`src/rtl/mem_unit_if.sv`:
```
// Data-memory request bus between the memory stage and the data/stack RAMs.
// master: req/we/sel/addr/wdata out, ack/rdata in. slave: the reverse.
interface mem_unit_if;
   logic        dmem_req;
   logic        dmem_we;
   logic        dmem_sel;
   logic [31:0] dmem_addr;
   logic [31:0] dmem_wdata;
   logic        dmem_ack;
   logic [31:0] dmem_rdata;

   modport master (
      output dmem_req, dmem_we, dmem_sel, dmem_addr, dmem_wdata,
      input  dmem_ack, dmem_rdata
   );

   modport slave (
      input  dmem_req, dmem_we, dmem_sel, dmem_addr, dmem_wdata,
      output dmem_ack, dmem_rdata
   );
endinterface

```
`src/rtl/mem_unit.sv`:
```
// Memory stage: owns the EX/MEM register, runs one data-memory access at a
// time with wait states and a timeout, stalls upstream, registers the WB bundle.
// Ports: clk, rst_n (async, active-low); *_in = EX bundle; stall_out;
// dmem = memory bus (master); wb_* = write-back bundle; mem_err = abort pulse.
module mem_unit #(
   parameter int TIMEOUT = 16
) (
   input  logic        clk,
   input  logic        rst_n,
   input  logic        valid_in,
   input  logic        RegWrite_in,
   input  logic        MemWrite_in,
   input  logic        MemRead_in,
   input  logic        MemToReg_in,
   input  logic        MemSrc_in,
   input  logic        pop_in,
   input  logic [4:0]  DestReg_in,
   input  logic [31:0] EX_out_in,
   input  logic [31:0] MemWrite_data_in,
   output logic        stall_out,
   mem_unit_if.master  dmem,
   output logic        wb_valid,
   output logic        wb_RegWrite,
   output logic        wb_pop,
   output logic [4:0]  wb_DestReg,
   output logic [31:0] wb_data,
   output logic        mem_err
);

   localparam int CW = $clog2(TIMEOUT) + 1;
   localparam logic [CW-1:0] LAST = CW'(TIMEOUT - 1);

   typedef enum logic {S_IDLE, S_WAIT} state_t;

   state_t        r_state;
   state_t        w_next;
   logic [CW-1:0] r_cnt;

   logic          r_valid;
   logic          r_regwrite;
   logic          r_memwrite;
   logic          r_memtoreg;
   logic          r_memsrc;
   logic          r_pop;
   logic [4:0]    r_dest;
   logic [31:0]   r_exout;
   logic [31:0]   r_wdata;

   logic          w_mem_in;
   logic          w_wait;
   logic          w_tmo;

   assign w_mem_in = valid_in & (MemRead_in | MemWrite_in);
   assign w_wait   = (r_state == S_WAIT);
   // An ack in the last allowed cycle completes normally.
   assign w_tmo    = w_wait & (r_cnt == LAST) & ~dmem.dmem_ack;

   always_ff @(posedge clk or negedge rst_n) begin
      if (!rst_n) begin
         r_state <= S_IDLE;
      end else begin
         r_state <= w_next;
      end
   end

   // A latched memory op is in WAIT from its capture edge until done,
   // so the state follows whatever the EX/MEM register picks up next.
   always_comb begin
      w_next = r_state;
      if (!stall_out) begin
         w_next = w_mem_in ? S_WAIT : S_IDLE;
      end
   end

   always_comb begin
      dmem.dmem_req = w_wait;
      stall_out     = w_wait & ~dmem.dmem_ack & ~w_tmo;
   end

   assign dmem.dmem_we    = r_memwrite;
   assign dmem.dmem_sel   = r_memsrc;
   assign dmem.dmem_addr  = r_exout;
   assign dmem.dmem_wdata = r_wdata;

   always_ff @(posedge clk or negedge rst_n) begin
      if (!rst_n) begin
         r_cnt <= '0;
      end else if (stall_out) begin
         r_cnt <= r_cnt + CW'(1);
      end else begin
         r_cnt <= '0;
      end
   end

   always_ff @(posedge clk or negedge rst_n) begin
      if (!rst_n) begin
         r_valid    <= 1'b0;
         r_regwrite <= 1'b0;
         r_memwrite <= 1'b0;
         r_memtoreg <= 1'b0;
         r_memsrc   <= 1'b0;
         r_pop      <= 1'b0;
         r_dest     <= '0;
         r_exout    <= '0;
         r_wdata    <= '0;
      end else if (!stall_out) begin
         r_valid    <= valid_in;
         r_regwrite <= valid_in & RegWrite_in;
         r_memwrite <= valid_in & MemWrite_in;
         r_memtoreg <= valid_in & MemToReg_in;
         r_memsrc   <= valid_in & MemSrc_in;
         r_pop      <= valid_in & pop_in;
         r_dest     <= DestReg_in;
         r_exout    <= EX_out_in;
         r_wdata    <= MemWrite_data_in;
      end
   end

   always_ff @(posedge clk or negedge rst_n) begin
      if (!rst_n) begin
         wb_valid    <= 1'b0;
         wb_RegWrite <= 1'b0;
         wb_pop      <= 1'b0;
         wb_DestReg  <= '0;
         wb_data     <= '0;
      end else if (stall_out) begin
         wb_valid <= 1'b0;
      end else begin
         wb_valid   <= r_valid;
         wb_DestReg <= r_dest;
         if (w_tmo) begin
            wb_RegWrite <= 1'b0;
            wb_pop      <= 1'b0;
            wb_data     <= '0;
         end else begin
            wb_RegWrite <= r_regwrite;
            wb_pop      <= r_pop;
            wb_data     <= (w_wait & r_memtoreg) ? dmem.dmem_rdata
                                                 : r_exout;
         end
      end
   end

   always_ff @(posedge clk or negedge rst_n) begin
      if (!rst_n) begin
         mem_err <= 1'b0;
      end else begin
         mem_err <= w_tmo;
      end
   end

endmodule

```
`src/flat_wrapper.sv`:
```
// flat-port wrapper written by rule: the top's interface ports become plain ports
module mem_unit_flat 
#(
   parameter int TIMEOUT = 16
)
  (clk, rst_n, valid_in, RegWrite_in, MemWrite_in, MemRead_in, MemToReg_in, MemSrc_in, pop_in, DestReg_in, EX_out_in, MemWrite_data_in, stall_out, wb_valid, wb_RegWrite, wb_pop, wb_DestReg, wb_data, mem_err, dmem_dmem_req, dmem_dmem_we, dmem_dmem_sel, dmem_dmem_addr, dmem_dmem_wdata, dmem_dmem_ack, dmem_dmem_rdata);
  mem_unit_if dmem_i ();
  input  logic clk;
  input  logic rst_n;
  input  logic valid_in;
  input  logic RegWrite_in;
  input  logic MemWrite_in;
  input  logic MemRead_in;
  input  logic MemToReg_in;
  input  logic MemSrc_in;
  input  logic pop_in;
  input  logic [4:0] DestReg_in;
  input  logic [31:0] EX_out_in;
  input  logic [31:0] MemWrite_data_in;
  output logic stall_out;
  output logic wb_valid;
  output logic wb_RegWrite;
  output logic wb_pop;
  output logic [4:0] wb_DestReg;
  output logic [31:0] wb_data;
  output logic mem_err;
  output wire logic [$bits(dmem_i.dmem_req)-1:0] dmem_dmem_req;
  output wire logic [$bits(dmem_i.dmem_we)-1:0] dmem_dmem_we;
  output wire logic [$bits(dmem_i.dmem_sel)-1:0] dmem_dmem_sel;
  output wire logic [$bits(dmem_i.dmem_addr)-1:0] dmem_dmem_addr;
  output wire logic [$bits(dmem_i.dmem_wdata)-1:0] dmem_dmem_wdata;
  input wire logic [$bits(dmem_i.dmem_ack)-1:0] dmem_dmem_ack;
  input wire logic [$bits(dmem_i.dmem_rdata)-1:0] dmem_dmem_rdata;
  assign dmem_dmem_req = dmem_i.dmem_req;
  assign dmem_dmem_we = dmem_i.dmem_we;
  assign dmem_dmem_sel = dmem_i.dmem_sel;
  assign dmem_dmem_addr = dmem_i.dmem_addr;
  assign dmem_dmem_wdata = dmem_i.dmem_wdata;
  assign dmem_i.dmem_ack = dmem_dmem_ack;
  assign dmem_i.dmem_rdata = dmem_dmem_rdata;
  mem_unit #(.TIMEOUT(TIMEOUT)) u_core (.clk(clk), .rst_n(rst_n), .valid_in(valid_in), .RegWrite_in(RegWrite_in), .MemWrite_in(MemWrite_in), .MemRead_in(MemRead_in), .MemToReg_in(MemToReg_in), .MemSrc_in(MemSrc_in), .pop_in(pop_in), .DestReg_in(DestReg_in), .EX_out_in(EX_out_in), .MemWrite_data_in(MemWrite_data_in), .stall_out(stall_out), .dmem(dmem_i), .wb_valid(wb_valid), .wb_RegWrite(wb_RegWrite), .wb_pop(wb_pop), .wb_DestReg(wb_DestReg), .wb_data(wb_data), .mem_err(mem_err));
endmodule
```
`config.mk`:
```
export PLATFORM = sky130hd
export DESIGN_NAME = mem_unit_flat
export DESIGN_NICKNAME = d
export VERILOG_FILES = /design/src/rtl/mem_unit_if.sv /design/src/rtl/mem_unit.sv /design/src/flat_wrapper.sv
export SDC_FILE = /design/constraint.sdc
export NUM_CORES = 1
export LEC_CHECK = 0
export BUFFER_PORTS_ARGS = -buffer_cell sky130_fd_sc_hd__buf_2
export CELL_PAD_IN_SITES_DETAIL_PLACEMENT = 0
export CELL_PAD_IN_SITES_GLOBAL_PLACEMENT = 1
export CORE_MARGIN = 2
export CORE_UTILIZATION = 33
export CTS_CLUSTER_DIAMETER = 150
export DETAILED_ROUTE_END_ITERATION = 10
export PLACE_DENSITY_LB_ADDON = 0.1
export SYNTH_ARGS = -nofsm -noshare
export SYNTH_HDL_FRONTEND = slang
export SYNTH_SLANG_ARGS = --single-unit
```
`constraint.sdc`:
```
create_clock -name clk -period 5 [get_ports clk]
set_input_delay 0.5 -clock clk [delete_from_list [all_inputs] [get_ports clk]]
set_output_delay 0.5 -clock clk [all_outputs]
set_load 0.02 [all_outputs]
```
# --- Word level (Yosys, flattened, before mapping) ---
# Cells that the tools add are included.
word_totals:
  regBits: 122
  in_bits: 111
op_classes:
  bitwise: 14
  muxes: 7
  add_sub_neg: 1
  n_eq_ne: 1
op_table:
  columns: ["operator", "n"]
  rows:
  - ["32-bit two-way mux", 2]
  - ["1-bit AND", 11]
  - ["5-bit by 1-bit adder with 5-bit output (second input constant)", 1]
  - ["5-bit by 4-bit == test with 1-bit output (second input constant)", 1]
  - ["5-bit two-way mux", 1]
  - ["1-bit two-way mux", 4]
  - ["1-bit inverter", 2]
  - ["1-bit OR", 1]

# --- Depth between registers and ports, before layout ---
depth:
  depth_word: 6
  mapped_depth: 10
  mapped_depth_nobuf: 7

# --- Worst setup path before layout ---
# Ideal clock, no wire load.
synth_timing:
  path_type: "flip-flop to output port"
  startpoint: "register u_core.r_cnt[0]"
  endpoint: "output stall_out"
  path_slack_ps: 2782
  t_required_ps: 4500
  t_arrival_ps: 1718
  path_buffers: 2
  path_stages_with_launch: 8
  cell_sequence: "dfrtp_1 -> ha_1 -> and3_1 -> ha_1 -> or3b_1 -> buf_2 -> inv_2 -> buf_2"
synth_between:
  elab_chain_cells: 5
synth_rtl:
  columns: ["item", "line", "rtl"]
  rows:
  - ["start: declaration", "mem_unit.sv:37", "logic [CW-1:0] r_cnt;"]
  - ["start signal: assignment", "mem_unit.sv:89", "r_cnt <= r_cnt + CW'(1);"]
  - ["5-bit by 4-bit == test with 1-bit output", "mem_unit.sv:56", "assign w_tmo = w_wait & (r_cnt == LAST) & ~dmem.dmem_ack;"]
  - ["1-bit AND (2 in a row)", "mem_unit.sv:56", null]
  - ["1-bit inverter", "mem_unit.sv:77", "stall_out = w_wait & ~dmem.dmem_ack & ~w_tmo;"]
  - ["1-bit AND", "mem_unit.sv:77", null]
  - ["end: declaration", "flat_wrapper.sv:20", "output logic stall_out;"]
# Every way passes these cells.

# --- Worst setup path after layout ---
# Same ends and word-level chain as after synthesis.

==> summary.txt <==
Fin area: 0.006668 mm^2
Cell Pwr Density: 428.3 mW/mm^2
Setup bufs post-CTS: 0
ANT nets after route: 0
CP dominant cell by count: ha_1
Tmin final: 2.549 ns
Clock Latency Late Sink: 0.41 ns
First-pass GRT wire length: 21.79 mm
Yosys reg bits: 122
Post-synth top area cell: dfrtp_1
Syn Std Cell Area: 0.004928 mm^2
Sequential area share after synthesis: 61.94%
Post-route setup TNS: 0 ns
I/O Buffers: 219
Max IR drop VDD: 0.2123 mV
Min-Delay Path Class: input pin to asynchronous set/reset pin
H-Tree Depth: 4
Layout area overhead: 35.29%
Initial antenna violation count: 1
Pin count of the biggest net entering global routing: 87
WP data arrival: 2.05 ns
Commonest cells after routing, fill and taps aside: 236 x nand2_1, 218 x buf_2, 122 x dfrtp_1, 64 x a21oi_1, 32 x mux2i_1
CP Capture Type: output pin
Final Max Slew Viols: 0
Synthesized area per cell: 9.607 um^2
Die H: 126.2 um
R2R depth: 8
RSZ-0062 raised after global routing: false
Total gr overflow: 0
Slew headroom: 24.51%
TritonCTS buffer count: 17
CTS tree: done
Routability Congestion: 0.7412
DPL Wire Length: 9.125 mm
CP required: 4.50 ns
DR pass1 iterations: 4
Startpoint Class: flip-flop
Drt total wl: 13.64 mm
Gr usage total: 17.53%
Wire length per cell: 14.89 um
Initial Util: 33.78%
FMAX: 0.3923 GHz
Placed Area: 0.006108 mm^2
DRT iter0 DRCs: 239
Fin nets: 836
Ports: 220
Synthesis Warnings: 0
Post-synthesis net count: 626
Drc violations: 0
Yosys top cell area share: 61.94%
Critical path type: flip-flop to output pin
Post-synth EDFFs: 0
Sink Count: 122
Slew @ Worst Pin: 1.131 ns
Crit-path cells: ha_1 -> and3_1 -> ha_1 -> or3b_4 -> inv_2 -> buf_2
Max Cap Viol: 0
Clock Tree Root: clkbuf_16
Die area: 0.01593 mm^2
Status: complete, no violations
Period utilisation layout: 50.99%
Largest cells by area after synthesis: dfrtp_1 62%, nand2_1 18%, a21oi_1 6.5%
Die span in x: 126.2 um
Via/cell ratio: 4.624
CP max FO: 3
Post-synth ARST share: 100.0%
Post-synth cell types: 21
Leakage power: 3.775 nW
Final setup violation count: 0
Commonest non-fill, non-tap cell in the layout: nand2_1
Ys flop type: dfrtp_1
Core area: 0.01459 mm^2
Largest stage delay, worst path: 0.40 ns
Final hold slack: 0.2025 ns
Longest Clk Path Bufs: 2
CP max stage cell: or3b_4
Share of post-route cells with drive strength above 1: 34.34%
Clk slew on worst S/H paths: 0.05 ns
Post-Syn Instances: 513
Vias in the first global route: 4235
Final Hold Viols: 0
Setup Skew: 0.005698 ns
Vias: 4236
Row cnt: 44
CTS Hold Buffers Added: 0
CTS resizes: 0
-- kinds of logic (layout without fill, tap and decap cells) --
kind of cell | count (synthesis) | after routing | share of synthesized area [%]
and+or+nand+nor | 253 | 253 | 19.73
DFF | 122 | 122 | 61.94
muxes | 32 | 32 | 6.499
adders and majority gates | 2 | 2 | 0.5077
AOI/OAI and AO/OA | 67 | 67 | 6.956
other | 0 | 1 | 0
xor gates and xnor gates | 2 | 2 | 0.3555
buffers and inverters | 35 | 253 | 4.011
-- critical path: cells and delay by family, from the launching register on --
family	cells	cell delay [ns]
and+or+nand+nor	2	0.59
buffers and inverters	2	0.23
adders and majority gates	2	0.42
DFF	1	0.39
-- registers in the layout (all words and copies together), names as in the netlist, 5 cells and up --
name                    flops
u_core.dmem.dmem_wdata     32
u_core.r_cnt                5
u_core.dmem.dmem_addr      32
u_core.r_dest               5
u_core.wb_data             32
u_core.wb_DestReg           5
-- cell usage after synthesis, drive strengths merged (2+ instances only) --
cell / instances
a21oi: 64
a22o: 2
and2: 2
buf: 21
clkbuf: 11
dfrtp: 122
ha: 2
inv: 3
mux2i: 32
nand2: 237
nand3: 6
nor2: 5
-- cell type report --
type / count / area [um^2]
fillers: 1469 / 7921
flip-flops and latches: 122 / 3053
multi-input cells: 356 / 1685
repair buffers: 223 / 1129
clock buffers: 24 / 491.7
well taps: 184 / 230.2
clock inverters: 3 / 65.06
inverters: 3 / 11.26
diodes: 1 / 2.502
-- final timing paths --
check / end / slack, ns / from
hold / removal: u_core.wb_data[4] / 0.20 / rst_n
max in group asynchronous: u_core.dmem.dmem_addr[11] / 3.53 / rst_n
setup / recovery: stall_out / 2.45 / u_core.r_cnt[0]
min in group clk: u_core.dmem.dmem_wdata[31] / 0.28 / MemWrite_data_in[31]
setup reg to reg: u_core.dmem.dmem_addr[17] / 2.51 / u_core.r_cnt[0]
hold reg to reg: u_core.r_valid / 0.46 / u_core.r_valid
-- metrics by stage --
stage / std cells / total power, mW / setup slack (ns) / utilization (%)
2_1_floorplan: 513 / 1.485 / 2.782 / -
3_3_place_gp: 888 / 1.699 / 2.590 / 41.87
3_5_place_dp: 888 / 1.708 / 2.527 / 41.87
4_1_cts: 915 / 2.897 / 2.411 / 45.69
5_1_grt: 916 / 3.000 / 2.344 / 45.70
6_report: 916 / 2.856 / 2.451 / 45.70
-- per-layer routing --
metal | up-vias | GRT usage [%] | part of all wire [%]
li1 | 2058 | - | -
met1 | 2009 | 22.02 | 44
met2 | 150 | 26.98 | 46
met3 | 19 | 6.797 | 7.9
met4 | 0 | 7.628 | 2.3
met5 | - | 0 | 0
-- report_power, final --
part / leakage, nW / internal (mW) / switching [mW]
clock network: 0.274 / 0.771 / 0.404
registers: 1.46 / 1.10 / 0.0701
logic: 2.04 / 0.179 / 0.329
total: 3.77 / 2.05 / 0.803
(Power assumes the default switching activity.)
